==> src/rtl/systolic_drain_requant_if.sv <==
// Drain-side bus: per-row accumulator streams in, requantized byte stream out.
// slave is the drain block, master is whoever feeds it and consumes its output.
interface systolic_drain_requant_if #(
  parameter int N       = 4,
  parameter int D_W_ACC = 32,
  parameter int D_W_OUT = 8,
  parameter int MULT_W  = 16,
  parameter int SHIFT_W = 5
);
  logic [N*D_W_ACC-1:0] in_data;
  logic [N-1:0]         in_valid;
  logic [MULT_W-1:0]    scale;
  logic [SHIFT_W-1:0]   shift;
  logic [D_W_OUT-1:0]   m_data;
  logic                 m_valid;
  logic                 m_ready;
  logic                 m_last;
  logic                 busy;
  logic                 overflow;

  modport master (
    output in_data, in_valid, scale, shift, m_ready,
    input  m_data, m_valid, m_last, busy, overflow
  );
  modport slave (
    input  in_data, in_valid, scale, shift, m_ready,
    output m_data, m_valid, m_last, busy, overflow
  );
endinterface

==> src/rtl/systolic_drain_requant.sv <==
// Per-row FWFT FIFOs behind the PE array, drained row-major through a two-stage
// requant pipeline (multiply, then round/shift/saturate) onto a stallable stream.
module systolic_drain_requant #(
  parameter int N          = 4,
  parameter int D_W_ACC    = 32,
  parameter int D_W_OUT    = 8,
  parameter int MULT_W     = 16,
  parameter int SHIFT_W    = 5,
  parameter int FIFO_DEPTH = 16
) (
  input  logic clk,
  input  logic rst,
  systolic_drain_requant_if.slave bus
);
  localparam int AW = $clog2(FIFO_DEPTH);
  localparam int RW = (N > 1) ? $clog2(N) : 1;
  localparam int PW = D_W_ACC + MULT_W;
  localparam logic signed [PW:0] OMAX = {{(PW+2-D_W_OUT){1'b0}}, {(D_W_OUT-1){1'b1}}};
  localparam logic signed [PW:0] OMIN = ~OMAX;

  typedef enum logic [1:0] {IDLE, DRAIN, FLUSH} state_e;

  state_e                   state_q;
  logic [RW-1:0]            row_q, col_q;
  logic signed [MULT_W-1:0] scale_q, scale_eff;
  logic [SHIFT_W-1:0]       shift_q;

  logic [N-1:0]              empty, rd, ovf_hit;
  logic [N-1:0][D_W_ACC-1:0] head;
  logic                      en, issue, issue_last;

  logic                     p_vld_q, p_last_q;
  logic signed [PW-1:0]     p_q, p_d, a_ext, s_ext;
  logic signed [PW:0]       rnd, half;
  logic [D_W_OUT-1:0]       q_d;
  logic                     m_valid_q, m_last_q, overflow_q;
  logic [D_W_OUT-1:0]       m_data_q;

  assign en = !m_valid_q || bus.m_ready;
  // IDLE issues the first read in the same cycle it samples the config, so the
  // first product uses the live scale input; this keeps read-to-output at 2 cycles.
  assign issue      = en && (state_q != FLUSH) && !empty[row_q];
  assign issue_last = issue && (row_q == RW'(N-1)) && (col_q == RW'(N-1));

  for (genvar r = 0; r < N; r++) begin : g_row
    logic [D_W_ACC-1:0] mem_q [FIFO_DEPTH];
    logic [AW:0]        wptr_q, rptr_q;
    logic               full, wr;

    assign empty[r]   = (wptr_q == rptr_q);
    assign full       = (wptr_q[AW] != rptr_q[AW]) && (wptr_q[AW-1:0] == rptr_q[AW-1:0]);
    assign rd[r]      = issue && (row_q == RW'(r));
    assign wr         = bus.in_valid[r] && (!full || rd[r]);
    assign ovf_hit[r] = bus.in_valid[r] && full && !rd[r];
    assign head[r]    = mem_q[rptr_q[AW-1:0]];

    always_ff @(posedge clk) begin
      if (rst) begin
        wptr_q <= '0;
        rptr_q <= '0;
      end else begin
        if (wr)    wptr_q <= wptr_q + (AW+1)'(1);
        if (rd[r]) rptr_q <= rptr_q + (AW+1)'(1);
      end
    end

    always_ff @(posedge clk)
      if (wr) mem_q[wptr_q[AW-1:0]] <= bus.in_data[r*D_W_ACC +: D_W_ACC];
  end

  always_ff @(posedge clk) begin
    if (rst) begin
      state_q <= IDLE;
      row_q   <= '0;
      col_q   <= '0;
      scale_q <= '0;
      shift_q <= '0;
    end else begin
      case (state_q)
        IDLE: if (!empty[0]) begin
          scale_q <= $signed(bus.scale);
          shift_q <= bus.shift;
          state_q <= DRAIN;
        end
        FLUSH: if (!p_vld_q && !m_valid_q) state_q <= IDLE;
        default: ;
      endcase
      if (issue) begin
        if (issue_last) begin
          row_q   <= '0;
          col_q   <= '0;
          state_q <= FLUSH;
        end else if (col_q == RW'(N-1)) begin
          col_q <= '0;
          row_q <= row_q + RW'(1);
        end else begin
          col_q <= col_q + RW'(1);
        end
      end
    end
  end

  assign scale_eff = (state_q == IDLE) ? $signed(bus.scale) : scale_q;
  assign a_ext     = {{MULT_W{head[row_q][D_W_ACC-1]}}, head[row_q]};
  assign s_ext     = {{D_W_ACC{scale_eff[MULT_W-1]}}, scale_eff};
  assign p_d       = a_ext * s_ext;

  always_ff @(posedge clk) begin
    if (rst) begin
      p_vld_q  <= 1'b0;
      p_last_q <= 1'b0;
      p_q      <= '0;
    end else if (en) begin
      p_vld_q  <= issue;
      p_last_q <= issue_last;
      if (issue) p_q <= p_d;
    end
  end

  // One extra headroom bit so the rounding add can never wrap.
  always_comb begin
    half = '0;
    rnd  = {p_q[PW-1], p_q};
    if (shift_q != '0) begin
      half[shift_q - SHIFT_W'(1)] = 1'b1;
      rnd = (rnd + half) >>> shift_q;
    end
    if (rnd > OMAX)      q_d = OMAX[D_W_OUT-1:0];
    else if (rnd < OMIN) q_d = OMIN[D_W_OUT-1:0];
    else                 q_d = rnd[D_W_OUT-1:0];
  end

  always_ff @(posedge clk) begin
    if (rst) begin
      m_valid_q <= 1'b0;
      m_last_q  <= 1'b0;
      m_data_q  <= '0;
    end else if (en) begin
      m_valid_q <= p_vld_q;
      m_last_q  <= p_last_q;
      if (p_vld_q) m_data_q <= q_d;
    end
  end

  always_ff @(posedge clk) begin
    if (rst)           overflow_q <= 1'b0;
    else if (|ovf_hit) overflow_q <= 1'b1;
  end

  assign bus.m_data   = m_data_q;
  assign bus.m_valid  = m_valid_q;
  assign bus.m_last   = m_last_q;
  assign bus.overflow = overflow_q;
  assign bus.busy     = (state_q != IDLE) || p_vld_q || m_valid_q;
endmodule

==> src/flat_wrapper.sv <==
// flat-port wrapper written by rule: the top's interface ports become plain ports
module systolic_drain_requant_flat 
#(
  parameter int N          = 4,
  parameter int D_W_ACC    = 32,
  parameter int D_W_OUT    = 8,
  parameter int MULT_W     = 16,
  parameter int SHIFT_W    = 5,
  parameter int FIFO_DEPTH = 16
)
  (clk, rst, bus_in_data, bus_in_valid, bus_scale, bus_shift, bus_m_ready, bus_m_data, bus_m_valid, bus_m_last, bus_busy, bus_overflow);
  systolic_drain_requant_if #(.N(N), .D_W_ACC(D_W_ACC), .D_W_OUT(D_W_OUT), .MULT_W(MULT_W), .SHIFT_W(SHIFT_W)) bus_i ();
  input  logic clk;
  input  logic rst;
  input wire logic [$bits(bus_i.in_data)-1:0] bus_in_data;
  input wire logic [$bits(bus_i.in_valid)-1:0] bus_in_valid;
  input wire logic [$bits(bus_i.scale)-1:0] bus_scale;
  input wire logic [$bits(bus_i.shift)-1:0] bus_shift;
  input wire logic [$bits(bus_i.m_ready)-1:0] bus_m_ready;
  output wire logic [$bits(bus_i.m_data)-1:0] bus_m_data;
  output wire logic [$bits(bus_i.m_valid)-1:0] bus_m_valid;
  output wire logic [$bits(bus_i.m_last)-1:0] bus_m_last;
  output wire logic [$bits(bus_i.busy)-1:0] bus_busy;
  output wire logic [$bits(bus_i.overflow)-1:0] bus_overflow;
  assign bus_i.in_data = bus_in_data;
  assign bus_i.in_valid = bus_in_valid;
  assign bus_i.scale = bus_scale;
  assign bus_i.shift = bus_shift;
  assign bus_i.m_ready = bus_m_ready;
  assign bus_m_data = bus_i.m_data;
  assign bus_m_valid = bus_i.m_valid;
  assign bus_m_last = bus_i.m_last;
  assign bus_busy = bus_i.busy;
  assign bus_overflow = bus_i.overflow;
  systolic_drain_requant #(.N(N), .D_W_ACC(D_W_ACC), .D_W_OUT(D_W_OUT), .MULT_W(MULT_W), .SHIFT_W(SHIFT_W), .FIFO_DEPTH(FIFO_DEPTH)) u_core (.clk(clk), .rst(rst), .bus(bus_i));
endmodule
==> config.mk <==
export PLATFORM = sky130hd
export DESIGN_NAME = systolic_drain_requant_flat
export DESIGN_NICKNAME = d
export VERILOG_FILES = /design/src/rtl/systolic_drain_requant_if.sv /design/src/rtl/systolic_drain_requant.sv /design/src/flat_wrapper.sv
export SDC_FILE = /design/constraint.sdc
export NUM_CORES = 2
export LEC_CHECK = 0
export ABC_AREA = 0
export CORE_UTILIZATION = 50
export CTS_CLUSTER_DIAMETER = 30
export DETAILED_ROUTE_END_ITERATION = 12
export DONT_BUFFER_PORTS = 1
export PLACE_DENSITY_LB_ADDON = 0.05
export SYNTH_ARGS = -nofsm -noshare
export SYNTH_HDL_FRONTEND = slang
export SYNTH_SLANG_ARGS = --single-unit
==> constraint.sdc <==
create_clock -name clk -period 13.4 [get_ports clk]
set_input_delay 1.34 -clock clk [delete_from_list [all_inputs] [get_ports clk]]
set_output_delay 1.34 -clock clk [all_outputs]
set_load 0.01 [all_outputs]
# Word-level counts from Yosys, hierarchy flattened
# Memories as Yosys holds them, arrays and structs flattened. A register that Yosys moved wholly into a read port is not among the register bits.
# Index checks and enable logic that the tools add are counted.
[op_classes] shift=1 bitwise=1 n_mux=35 mul=1 eq_ne=18 order_cmp=5 reduce_logical=53 addsub=12
[op_table] operator="$bmux 32 s2" n=1
[op_table] operator="$add 48x33->49" n=1
[op_table] operator="$gt 49x8->1 const B" n=1
[op_table] operator="$lt 49x8->1 const B" n=1
[op_table] operator="$mux 49" n=1
[op_table] operator="$sshr 49x5->49" n=1
[op_table] operator="$mul 32x16->48" n=1
[op_table] operator="$add 5x1->5 const B" n=8
[op_table] operator="$mux 32" n=1
[op_table] operator="$mux 4" n=8
[op_table] operator="$logic_and 1x1->1" n=25
[op_table] operator="$eq 5x5->1" n=4
[op_table] operator="$eq 4x4->1" n=4
[op_table] operator="$mux 16" n=1
[op_table] operator="$mux 2" n=8
[op_table] operator="$mux 8" n=2
[op_table] operator="$logic_not 1->1" n=11
[op_table] operator="$mux 1" n=10
[op_table] operator="$eq 2x2->1 const B" n=4
[op_table] operator="$reduce_and 2->1" n=4
[op_table] operator="$logic_or 1x1->1" n=7
[op_table] operator="$lt 5x7->1 const B" n=1
[op_table] operator="$demux 1 s5" n=1
[op_table] operator="$ge 5x1->1 const B" n=1
[op_table] operator="other kinds (13)" n=19
[word_totals] reg_bits=128 n_memories=4 ramBits=2048 output_inout_bits=12
[mem_list] name="u_core.g_row[0].mem_q" words=16 width=32 rd=1 rd_clocked_by_memory_dff=1 write_ports=1 line="systolic_drain_requant.sv:46" source="logic [D_W_ACC-1:0] mem_q [FIFO_DEPTH];"
[mem_list] name="u_core.g_row[1].mem_q" words=16 width=32 rd=1 rd_clocked_by_memory_dff=1 write_ports=1 line="systolic_drain_requant.sv:46"
[mem_list] name="u_core.g_row[2].mem_q" words=16 width=32 rd=1 rd_clocked_by_memory_dff=1 write_ports=1 line="systolic_drain_requant.sv:46"
[mem_list] name="u_core.g_row[3].mem_q" words=16 width=32 rd=1 rd_clocked_by_memory_dff=1 write_ports=1 line="systolic_drain_requant.sv:46"

# Longest topological paths before layout
[depth] ltp_word=11 depth_mapped=37 mapped_depth_nobuf=34

# Worst setup path after synthesis
# No wires, ideal clock.
[synth_timing] path_kind="flip-flop to flip-flop" from="register (tool-made name)" to="register u_core.p_q[46]" setup_ps=87 required_ps=13313 path_stages_with_launch=34 arrival_time_ps=9429 n_path_buf=3 path_slack_ps=3884 period_less_slack_ps=9516 cell_sequence="dfxtp_1 > clkbuf_1 > clkbuf_1 > buf_1 > mux4_2 > mux4_2 > nand2_1 > nand2_1 > o21ai_1 > nor2_1 > fa_1 > fa_1 > fa_1 > fa_1 > fa_1 > inv_1 > fa_1 > inv_1 > ha_1 > and3_1 > o21ai_0 > a21boi_0 > o21ai_0 > a41oi_1 > o21bai_1 > a21oi_1 > o31ai_1 > o21ai_0 > a21oi_1 > o21ai_0 > a221oi_1 > a21oi_1 > xnor2_1 > o31ai_1"
[synth_rtl] item="end signal: assignment" line="systolic_drain_requant.sv:116" source="if (issue) p_q <= p_d;"
[synth_rtl] item="end: declaration" line="systolic_drain_requant.sv:33" source="logic signed [PW-1:0] p_q, p_d, a_ext, s_ext;"

==> summary.md <==
| Metric | Value |
|---|---|
| Status | complete, no violations |
| DIE WIDTH | 468 um |
| Max Clk Rate | 0.0923 GHz |
| Gpl congestion | 0.934 |
| CTS tree | yes |
| Number of synthesized register bits | 2,192 |
| All-Layer GR Usage | 28.3% |
| Total Neg Setup Slack | 0 ns |
| Reg clk slew, reported paths | 0.05 ns |
| Origin of the worst min-delay path | bus_in_data[115] |
| Seq/Total Area, Yosys | 59.2% |
| ANT nets after route | 0 |
| Hold_buf cts | 0 |
| Row cnt | 170 |
| Total Wirelength | 305,000 um |
| Critical path required time | 14.18 ns |
| Die Footprint | 0.219 mm2 |
| Reg2Reg Depth | 29 |
| Top delay family on crit path | adder cells |
| Ys async rst share | 0% |
| Critical Path Start Type | flop |
| Most frequent cell on the critical path | fa_1 |
| Total of max-cap violations | 0 |
| Avg Cell Area, Syn | 15.9 um2 |
| Via-to-Cell Ratio | 6.11 |
| Post-Synth Adder-Cell Area | 10.9% |
| Mapped Nets | 7,642 |
| Core Footprint | 0.215 mm2 |
| CTS resizes | 0 |
| Cells after Synth | 6,827 |
| Post-synthesis xor/xnor area fraction | 1.12% |
| Final period util | 80.8% |
| Clock sinks | 2,192 |
| Share of layout cells above drive strength 1 | 22.9% |
| Yosys Warn Count | 0 |
| Max Root-Sink Buffers | 4 |
| Post-synth cell types | 112 |
| Setup bufs post-CTS | 0 |
| Crit path largest cell delay | 1.01 ns |
| Ys flop type | edfxtp_1 |
| Setup violators final | 0 |
| Post-synth EDFFs | 2,048 |
| Worst slew margin | 12.0% |
| Reg-to-reg critical path endpoint | u_core.p_q[46] |
| Arrival time at the worst endpoint | 11.61 ns |
| Wire length per cell | 29.8 um |
| Simple-gate share of the synthesized area | 6.20% |
| Final HPWL DP | 192,000 um |
| Hold EP | u_core.g_row[3].mem_q[9][19] |
| TritonRoute pass-1 iters | 6 |
| RSZ-0062 raised after global routing | no |
| Largest family of logic cells by synthesized area | multiplexers |
| DRC | 0 |
| Slew @ Worst Pin | 1.32 ns |
| CP max-delay cell | dfxtp_4 |
| Clock root cell | clkbuf_16 |
| H-tree depth | 5 |
| WP buf/inv | 3 |
| Largest net degree at the start of global routing | 141 |
| Number of CTS-inserted buffers | 427 |
| Starting Density | 50.5% |
| Fin. Hold Viols | 0 |
| Via count | 62,394 |
| WS Path Type | flop to flop |
| Crit. End Element | flop |
| Clk_lat worst skew | 0.99 ns |
| Num ports | 168 |
| Initial antenna violation count | 6 |
| Grt total ovfl | 0 |
| CP max FO | 46 |
| Area grow syn2layout | 16.6% |
| Clock skew | 0.136 ns |
| Nets | 7,841 |
| R2R Setup Slk | 2.57 ns |
| Hold path cells | 0 |
| Tmin final | 10.83 ns |
| Post-synthesis cell area | 0.109 mm2 |
| DRT iter0 DRCs | 5,813 |
| Mux cell area share after synthesis | 14.9% |
| Die Ht | 468 um |
| Synth Area in Compound Gates | 4.56% |
| First-pass GRT wire length | 447,000 um |
| Max-slew violations | 0 |
| Hold Crit Class | primary input to flop |
| Port bufs | 0 |
| Vias in the first global route | 65,260 |
[sequential cells by signal (all words and copies together) (netlist names), 2 cells and up, named ones only]
| name | flops |
|---|---|
| u_core.state_q | 2 |
| u_core.bus.m_data | 8 |
| u_core.g_row.wptr_q | 20 |
| u_core.g_row.mem_q | 2048 |
| u_core.p_q | 48 |
| u_core.g_row.rptr_q | 20 |
| u_core.col_q | 2 |
| u_core.scale_q | 16 |
| u_core.shift_q | 5 |
| u_core.row_q | 2 |
[per-stage QoR]
step | setup WS, ns | area, um2 | util [%] | hold slack [ns] | cells
2_1_floorplan | 3.88 | 109000 | - | 0.436 | 6827
3_3_place_gp | 2.49 | 113000 | 52.2 | 0.451 | 9435
3_5_place_dp | 2.49 | 113000 | 52.2 | 0.450 | 9435
4_1_cts | 2.38 | 127000 | 58.9 | 0.366 | 10211
5_1_grt | 1.85 | 127000 | 58.9 | 0.390 | 10212
6_report | 2.57 | 127000 | 58.9 | 0.441 | 10215
[cells in the final DEF (no fill, tap or decap), types with 37 or more instances in the layout]
cell,synthesis,routed
clkinvlp_4,0,40
o21ai_0,70,68
clkinv_2,0,71
nor3_1,65,49
bufinv_16,0,59
nor2_1,473,424
mux4_2,679,679
xnor2_1,83,83
clkbuf_1,254,43
mux2i_1,66,62
a211oi_1,47,47
clkbuf_16,0,431
xor2_1,54,54
nand2b_1,63,63
dfxtp_1,144,122
a21oi_1,200,200
clkinv_1,2,67
edfxtp_1,2048,2048
ha_1,172,172
nor2_4,0,49
inv_1,494,494
fa_1,487,487
a21o_1,40,40
buf_4,10,143
nand2_1,532,531
nand4_1,37,37
nand3_1,68,68
and2_1,113,113
[layout make-up]
class | count | area, um2
antenna | 4 | 10.0
inverter | 499 | 1870
clock inverter | 297 | 3270
multi-input combinational | 3759 | 41500
timing repair buffer | 147 | 1150
clock buffer | 479 | 11000
tap | 2838 | 3550
sequential | 2192 | 64400
fill | 16384 | 88600
[synthesized netlist by cell type, drive strengths merged (66+ instances only)]
cell type | number | area share, %
dfxtp | 144 | 2.7
and2 | 113 | 0.65
inv | 497 | 1.7
o21ai | 99 | 0.48
a21oi | 203 | 0.95
mux4 | 679 | 14
edfxtp | 2048 | 57
nor2 | 475 | 1.6
buf | 121 | 0.49
nand3 | 68 | 0.31
nand2 | 538 | 1.9
fa | 487 | 9.0
nor3 | 68 | 0.33
mux2i | 66 | 0.61
ha | 172 | 2.0
clkbuf | 256 | 0.89
xnor2 | 83 | 0.67
[logic make-up (layout without fill, tap and decap cells)]
family,Yosys count,in the layout
flops,2192,2192
simple gates,1490,1490
buf+inv,876,1422
mux,768,768
compound gates,704,704
fa+ha+maj,659,659
xor+xnor,138,138
other cells,0,4
[layer usage]
layer | routed length (um) | part of all wire [%] | vias to the layer above | track usage [%]
li1 | - | - | 26390 | -
met1 | 126000 | 41 | 33146 | 38.9
met2 | 147000 | 48 | 2314 | 45.7
met3 | 21500 | 7.1 | 542 | 5.31
met4 | 10000 | 3.3 | 2 | 9.31
met5 | 13 | 0.0043 | - | 0
[worst max-delay path by stage]
| stage | start | cells after the start | to |
|---|---|---|---|
| 3_5_place_dp | flop | 29 | u_core.p_q[46] |
| 5_1_grt | flop | 35 | u_core.p_q[46] |
| 6_report | flop | 29 | u_core.p_q[46] |
| 4_1_cts | flop | 29 | u_core.p_q[46] |
| 2_1_floorplan | flop | 33 | u_core.p_q[46] |
| 3_3_place_gp | flop | 31 | u_core.p_q[46] |
Power is not shown: default switching activity piles up to over one toggle a cycle in this logic, so the estimate is an artifact.
